--- src/rtl/bfp_renorm.sv ---
// bfp_renorm: unpacks a block-FP block into serially streamed, individually normalised FP elements
module bfp_renorm #(
  parameter int expWidth = 4,
  parameter int manWidth = 8,
  parameter int NUM = 32,
  localparam int idxWidth = $clog2(NUM)
) (
  input  logic                     clk,
  input  logic                     rst,
  input  logic                     in_valid,
  output logic                     in_ready,
  input  logic [expWidth-1:0]      in_exp,
  input  logic [NUM*manWidth-1:0]  in_man,
  output logic                     out_valid,
  input  logic                     out_ready,
  output logic                     out_sign,
  output logic [expWidth-1:0]      out_exp,
  output logic [manWidth-2:0]      out_man,
  output logic [idxWidth-1:0]      out_idx,
  output logic                     out_last
);
  localparam int MW = manWidth - 1;
  localparam int LW = (expWidth > $clog2(manWidth)) ? expWidth : $clog2(manWidth);
  typedef enum logic {IDLE, RUN} state_t;
  state_t state, state_n;
  logic [expWidth-1:0] e_q;
  logic [NUM*manWidth-1:0] man_q;
  logic [idxWidth:0] cnt;
  logic [manWidth-1:0] el;
  logic [MW-1:0] m;
  logic [LW-1:0] lz, e_x;
  logic load, fire_last;
  logic n_sign;
  logic [expWidth-1:0] n_exp;
  logic [MW-1:0] n_man;
  assign el = man_q[cnt[idxWidth-1:0]*manWidth +: manWidth];
  assign m = el[MW-1:0];
  assign e_x = LW'(e_q);
  assign in_ready = (state == IDLE);
  assign load = (state == RUN) && (cnt != (idxWidth+1)'(NUM)) && (!out_valid || out_ready);
  assign fire_last = out_valid && out_ready && out_last;
  // lz ends as the distance of the highest set bit from the magnitude MSB
  always_comb begin
    lz = LW'(MW);
    for (int i = 0; i < MW; i++)
      if (m[i]) lz = LW'(MW - 1 - i);
  end
  // when lz exceeds the exponent we can only shift by E, leaving a denormal
  always_comb begin
    n_sign = (m != '0) & el[manWidth-1];
    n_exp = (m == '0 || lz > e_x) ? '0 : e_q - lz[expWidth-1:0];
    n_man = (lz <= e_x) ? m << lz : m << e_q;
  end
  always_comb begin
    state_n = (state == IDLE && in_valid) ? RUN : (state == RUN && fire_last) ? IDLE : state;
  end
  always_ff @(posedge clk) begin
    if (rst) begin
      state <= IDLE;
      e_q <= '0;
      man_q <= '0;
      cnt <= '0;
      out_valid <= 1'b0;
      out_sign <= 1'b0;
      out_exp <= '0;
      out_man <= '0;
      out_idx <= '0;
      out_last <= 1'b0;
    end else begin
      state <= state_n;
      if (in_valid && in_ready) begin
        e_q <= in_exp;
        man_q <= in_man;
        cnt <= '0;
      end
      if (load) begin
        out_valid <= 1'b1;
        out_sign <= n_sign;
        out_exp <= n_exp;
        out_man <= n_man;
        out_idx <= cnt[idxWidth-1:0];
        out_last <= (cnt[idxWidth-1:0] == idxWidth'(NUM - 1));
        cnt <= cnt + 1'b1;
      end else if (fire_last) begin
        out_valid <= 1'b0;
        out_last <= 1'b0;
      end
    end
  end
endmodule

--- config.mk ---
export PLATFORM = sky130hd
export DESIGN_NAME = bfp_renorm
export DESIGN_NICKNAME = d
export VERILOG_FILES = /design/src/rtl/bfp_renorm.sv
export SDC_FILE = /design/constraint.sdc
export NUM_CORES = 1
export LEC_CHECK = 0
export CAP_MARGIN = 40
export CORE_MARGIN = 2
export CORE_UTILIZATION = 46
export DETAILED_ROUTE_END_ITERATION = 7
export GPL_ROUTABILITY_DRIVEN = 0
export PLACE_DENSITY = 0.89
export RECOVER_POWER = 25
export SYNTH_ARGS = -nofsm -noshare
export SYNTH_HDL_FRONTEND = slang
export SYNTH_SLANG_ARGS = --single-unit
--- constraint.sdc ---
create_clock -name clk -period 4.7 [get_ports clk]
set_input_delay 0.94 -clock clk [delete_from_list [all_inputs] [get_ports clk]]
set_output_delay 0.94 -clock clk [all_outputs]
set_load 0.05 [all_outputs]
Yosys cells after proc, flatten, opt, wreduce, memory -nomap -nowiden:

Index checks and enable logic that the tools add are counted.

* bits in registers: 286
* input port bits: 264
* output and inout bits: 20

* add/subtract/negate cells: 2
* magnitude comparators: 2
* eq/ne operators: 2
* shifts and indexed selects: 3
* muxes and demuxes: 16
* bitwise logic cells: 2
* reduce and logical (&&, ||, !) cells: 14

Operators by type and width (count)
* $shiftx 256x9->8: 1
* $mux 4: 5
* $shl 7x4->7: 2
* $mux 6: 2
* $logic_not 7->1: 1
* $mux 7: 1
* $reduce_bool 7->1: 1
* $add 6x1->6 const B: 1
* $logic_and 1x1->1: 6
* $mux 1: 6
* $ne 6x6->1 const B: 1
* $reduce_bool 2->1: 3
* $eq 5x5->1 const B: 1
* $gt 4x4->1: 1
* $le 4x4->1: 1
* $mux 2: 2
* $sub 4x4->4: 1
* $logic_or 1x1->1: 2
* $and 1x1->1: 1
* $logic_not 1->1: 1
* $not 1->1: 1

Depth between registers and ports, before layout:

* word-level depth: 11
* gate-level depth with buffers: 21
* gate-level depth less buffers: 17

Worst setup path after synthesis:

OpenSTA, ideal clock, no wires.

* kind: register to register
* start point: reg cnt[0]
* end point: reg out_man[6]
* setup time: 0.133 ns
* arrival time: 4.727 ns
* required time: 4.567 ns
* setup slack: -0.159 ns
* stages on the path, launching flop included: 20
* path buffers: 2
* period minus slack after synthesis: 4.859 ns
* path through: dfxtp_1 -> buf_6 -> buf_6 -> mux4_2 -> a22o_1 -> a2111o_1 -> o211ai_1 -> o311ai_2 -> a21boi_0 -> ha_1 -> inv_1 -> fa_1 -> a21o_1 -> a211oi_1 -> nand2_1 -> o21ai_1 -> a31o_2 -> mux2_4 -> mux2i_1 -> o221ai_1

* cells in the longest elaborated chain, start to end: 10
* elaborated cells between the ends (all ways): 15
* those cells by class: order compare (1); eq/ne (1); shift (3); mux (8); reduce/logical (2)

RTL lines
* from (decl): line 28 `logic [idxWidth:0] cnt;`
* from (signal assigned): line 83 `cnt <= cnt + 1'b1;`
* $shiftx 256x9->8: line 36 `assign el = man_q[cnt[idxWidth-1:0]*manWidth +: manWidth];`
* $mux 1: line 46 `if (m[i]) lz = LW'(MW - 1 - i);`
* $mux 2 (2 in a row): line 46
* $mux 4 (4 in a row): line 46
* $le 4x4->1 or $shl 7x4->7 (tied branches): line 52 `n_man = (lz <= e_x) ? m << lz : m << e_q;`
* $mux 7: line 52
* to (signal assigned): line 80 `out_man <= n_man;`
* to (decl): line 18 `output logic [manWidth-2:0] out_man,`

Parallel ways exist; a longest one is shown, timed or not.
A chain may end at the register's enable or synchronous reset.

Worst setup path after layout:

Ends and elaborated chain as after synthesis.

==> impl_metrics.toml <==
[timing]
fin_crit_sh_pct = 98.2
worst_pin_slew_ns = 2.37
maxSlewViolCount = 169
tns_ns = 0
max_clock_freq_mhz = 217
fin_crit_ns = 4.61
setup-violations-final = 0
hold_viol = 0
skew_ns = 0.0173
max_slew_margin_pct = -58.5

[detailed_routing]
drt-pass1-iter-count = 6
wl_per_cell_microns = 19.6
drt_iter0_drc = 1701
via_count = 12100
detail-route-antenna-nets = 0
drc = 0
post_drt_via_cell_ratio = 5.78
finalWirelength_mm = 41.0

[floorplan]
num_io_pins = 284
initial_core_util_pct = 46.5
die_w_microns = 168
die-area_sq_um = 28300
coreArea_sq_um = 26700
num_rows = 60
die_height_microns = 168

[cts]
numCtsBuffers = 28
clockRootBuffer = "clkbuf_16"
clockBufferDepth = 3
ctsHtreeMaxLevel = 1
clk_pin_slew_ns = 0.07
clkLatencyLatePin_ns = 0.55
cts_sinks = 286
cts_tree = "done"

[finish]
nets = 1993
drive_gt1_share_pct = 9.98
stdcell_area_sq_um = 16600
syn2layout_area_growth_pct = 33.9
fin_cells = 2086

[synth]
yosysSeqAreaShare_pct = 46.1
synth_area_per_cell_sq_um = 8.39
synthesis.instances = 1481
synth_ff_type = "dfxtp_1"
async_flop_share_pct = 0
yosys_warnings = 0
syn_nets = 1752
netlist_area_sq_um = 12400
synthDistinctLibCells = 69
synth_edf_count = 0
synth_seq_cells = 286

[setup_path]
start_kind = "register"
critPathMaxFanout = 10
worstPathRequired_ns = 5.13
end_kind = "register"
critPathKind = "reg -> reg"
worstPathArrival_ns = 5.05

[placement]
dp.cells = 2025
dpl_cell_area_sq_um = 15600
dp_hpwl_mm = 29.5
io_buffers = 283

[global_routing]
grt_antenna_before_repair = 1
grt_usage_pct = 27.7
grt_pass1_vias = 11700
grt.overflow.total = 0
grt_max_degree = 137
grt_pass1_wl_mm = 61.9

[power_and_ir_drop]
peakVddDrop_mv = 0.197
leakage_nw = 6.15
total_power_mw = 5.90
powerDensity_nw_per_um2 = 355

[hold_path]
hp-class = "reg -> reg"

[run_status]
failed_checks = "capacitance limit, slew limit"
status = "complete, but fails checks"

[job]
drv_cap = 2
==> registers in the layout, indices dropped and copies added (netlist names) <==
name / flops
state: 1
cnt: 6
out_last: 1
out_sign: 1
out_idx: 5
out_valid: 1
out_exp: 4
out_man: 7
man_q: 256
e_q: 4
==> cell type report <==
type,instances,area (sq um)
clock buffers,44,862
fillers,2090,10100
flip-flops and latches,286,5740
repair buffers,329,3270
multi-input cells,1069,6280
well taps,341,427
inverters,8,30.0
diodes,1,2.50
clock inverters,8,46.3
==> worst paths after layout <==
path              cells past startpoint       start  slack [ns]          to
setup / recovery                     17      cnt[0]        0.09  out_man[6]
hold / removal                        2  man_q[244]        0.46  man_q[244]
setup reg to reg                     17      cnt[0]        0.09  out_man[6]
hold reg to reg                       2  man_q[244]        0.46  man_q[244]
==> per-stage QoR <==
| stage | utilization [%] | setup WS, ns | hold WS, ns |
|---|---|---|---|
| after detailed placement | 58.4 | -0.0192 | 0.446 |
| after CTS | 61.8 | 0.0554 | 0.457 |
| after floorplan | - | 0.0856 | 0.432 |
| final | 62.3 | 0.0855 | 0.456 |
| after global routing | 62.3 | -0.0903 | 0.471 |
| after global placement | 58.3 | 0.185 | 0.439 |
==> layer usage <==
metal	wire [microns]	vias to the layer above	global-route usage, %
li1	-	5538	-
met1	15400	5595	34.2
met2	19400	757	45.9
met3	3780	175	5.50
met4	2380	0	14.5
met5	0	-	0
==> Yosys cell counts, types with 2 or more instances <==
master | instances | area share [%]
nor2b_1 | 3 | 0.15
mux4_1 | 6 | 1.3
ha_1 | 6 | 0.60
o22a_1 | 6 | 0.42
buf_6 | 5 | 0.45
inv_1 | 6 | 0.18
a211oi_1 | 4 | 0.24
or3_1 | 2 | 0.10
xor2_1 | 2 | 0.14
and3_1 | 7 | 0.35
o21ai_0 | 5 | 0.20
o22ai_1 | 5 | 0.25
buf_4 | 3 | 0.18
nand4_1 | 4 | 0.20
and2_1 | 4 | 0.20
a22oi_1 | 14 | 0.85
mux4_2 | 48 | 8.7
or2_2 | 2 | 0.10
buf_1 | 4 | 0.12
nand3b_1 | 4 | 0.24
nand3_1 | 7 | 0.28
a22o_1 | 5 | 0.35
mux2i_1 | 32 | 2.6
nand2_1 | 550 | 17
dfxtp_1 | 286 | 46
buf_2 | 8 | 0.32
a2111oi_2 | 2 | 0.24
nor2_1 | 25 | 0.76
a2111o_1 | 3 | 0.27
o211ai_1 | 3 | 0.18
clkbuf_1 | 98 | 3.0
o21ai_1 | 3 | 0.12
a21oi_1 | 279 | 11
a21o_1 | 2 | 0.12
nor3_1 | 2 | 0.081
o221ai_1 | 3 | 0.21
==> cells by family after synthesis <==
group / Yosys count / share of synthesized area, %
XOR/XNOR: 2 / 0.141
flip-flops: 286 / 46.1
buffers and inverters: 126 / 4.28
adder cells (fa/ha/maj): 7 / 0.765
multiplexers: 88 / 12.8
AO/OA/AOI/OAI: 355 / 16.3
AND/OR/NAND/NOR: 617 / 19.7
==> power by group <==
part / switching (mW) / leakage (nW) / internal [mW]
sequential: 0.111 / 2.35 / 2.57
combinational: 0.529 / 3.35 / 0.503
clock: 0.936 / 0.451 / 1.26
total: 1.58 / 6.15 / 4.33
==> placed cells by master, fill, tap and decap left out, types with 3 or more instances in the layout <==
cell             instances
a21oi_1                279
buf_12                   5
dfxtp_1                283
and3_1                   7
o21ai_0                  5
dfxtp_4                  3
mux4_1                   6
nand4_1                  4
nor2_1                  24
mux4_2                  48
o22ai_1                  5
nand3b_1                 4
clkdlybuf4s50_1        280
o221ai_1                 3
clkbuf_16               29
a2111o_1                 3
a22o_1                   5
o211ai_1                 3
mux2i_1                 30
nand3_1                  6
nand2_1                549
ha_1                     6
inv_1                    6
and2_1                   3
o22a_1                   6
clkinv_2                 6
nor2b_1                  3
clkbuf_8                 9
buf_4                   37
a22oi_1                 13
clkbuf_1                 7
==> critical path, stage by stage, from the launching register on <==
cell and delay, ns:
dfxtp_4 0.44, mux4_1 0.57, a22o_1 0.26, a2111o_1 0.38
o211ai_1 0.17, o311ai_4 0.17, a21boi_1 0.19, ha_1 0.18
inv_1 0.08, fa_2 0.40, a21o_1 0.21, a211oi_4 0.37
nand2_1 0.15, o21ai_2 0.14, a31o_4 0.17, mux2_4 0.34
mux2i_4 0.17, o221ai_1 0.12
==> what timing repair did <==
action | 4_1_cts | 5_1_grt
resized for setup | 4 | 18
cloned | 0 | 0
pin swaps | 1 | 3
buffers inserted | 0 | 8
hold buffers | 0 | 0
setup endpoints to repair | 2 | 7
Note: power is estimated with default switching activity, not from simulation.
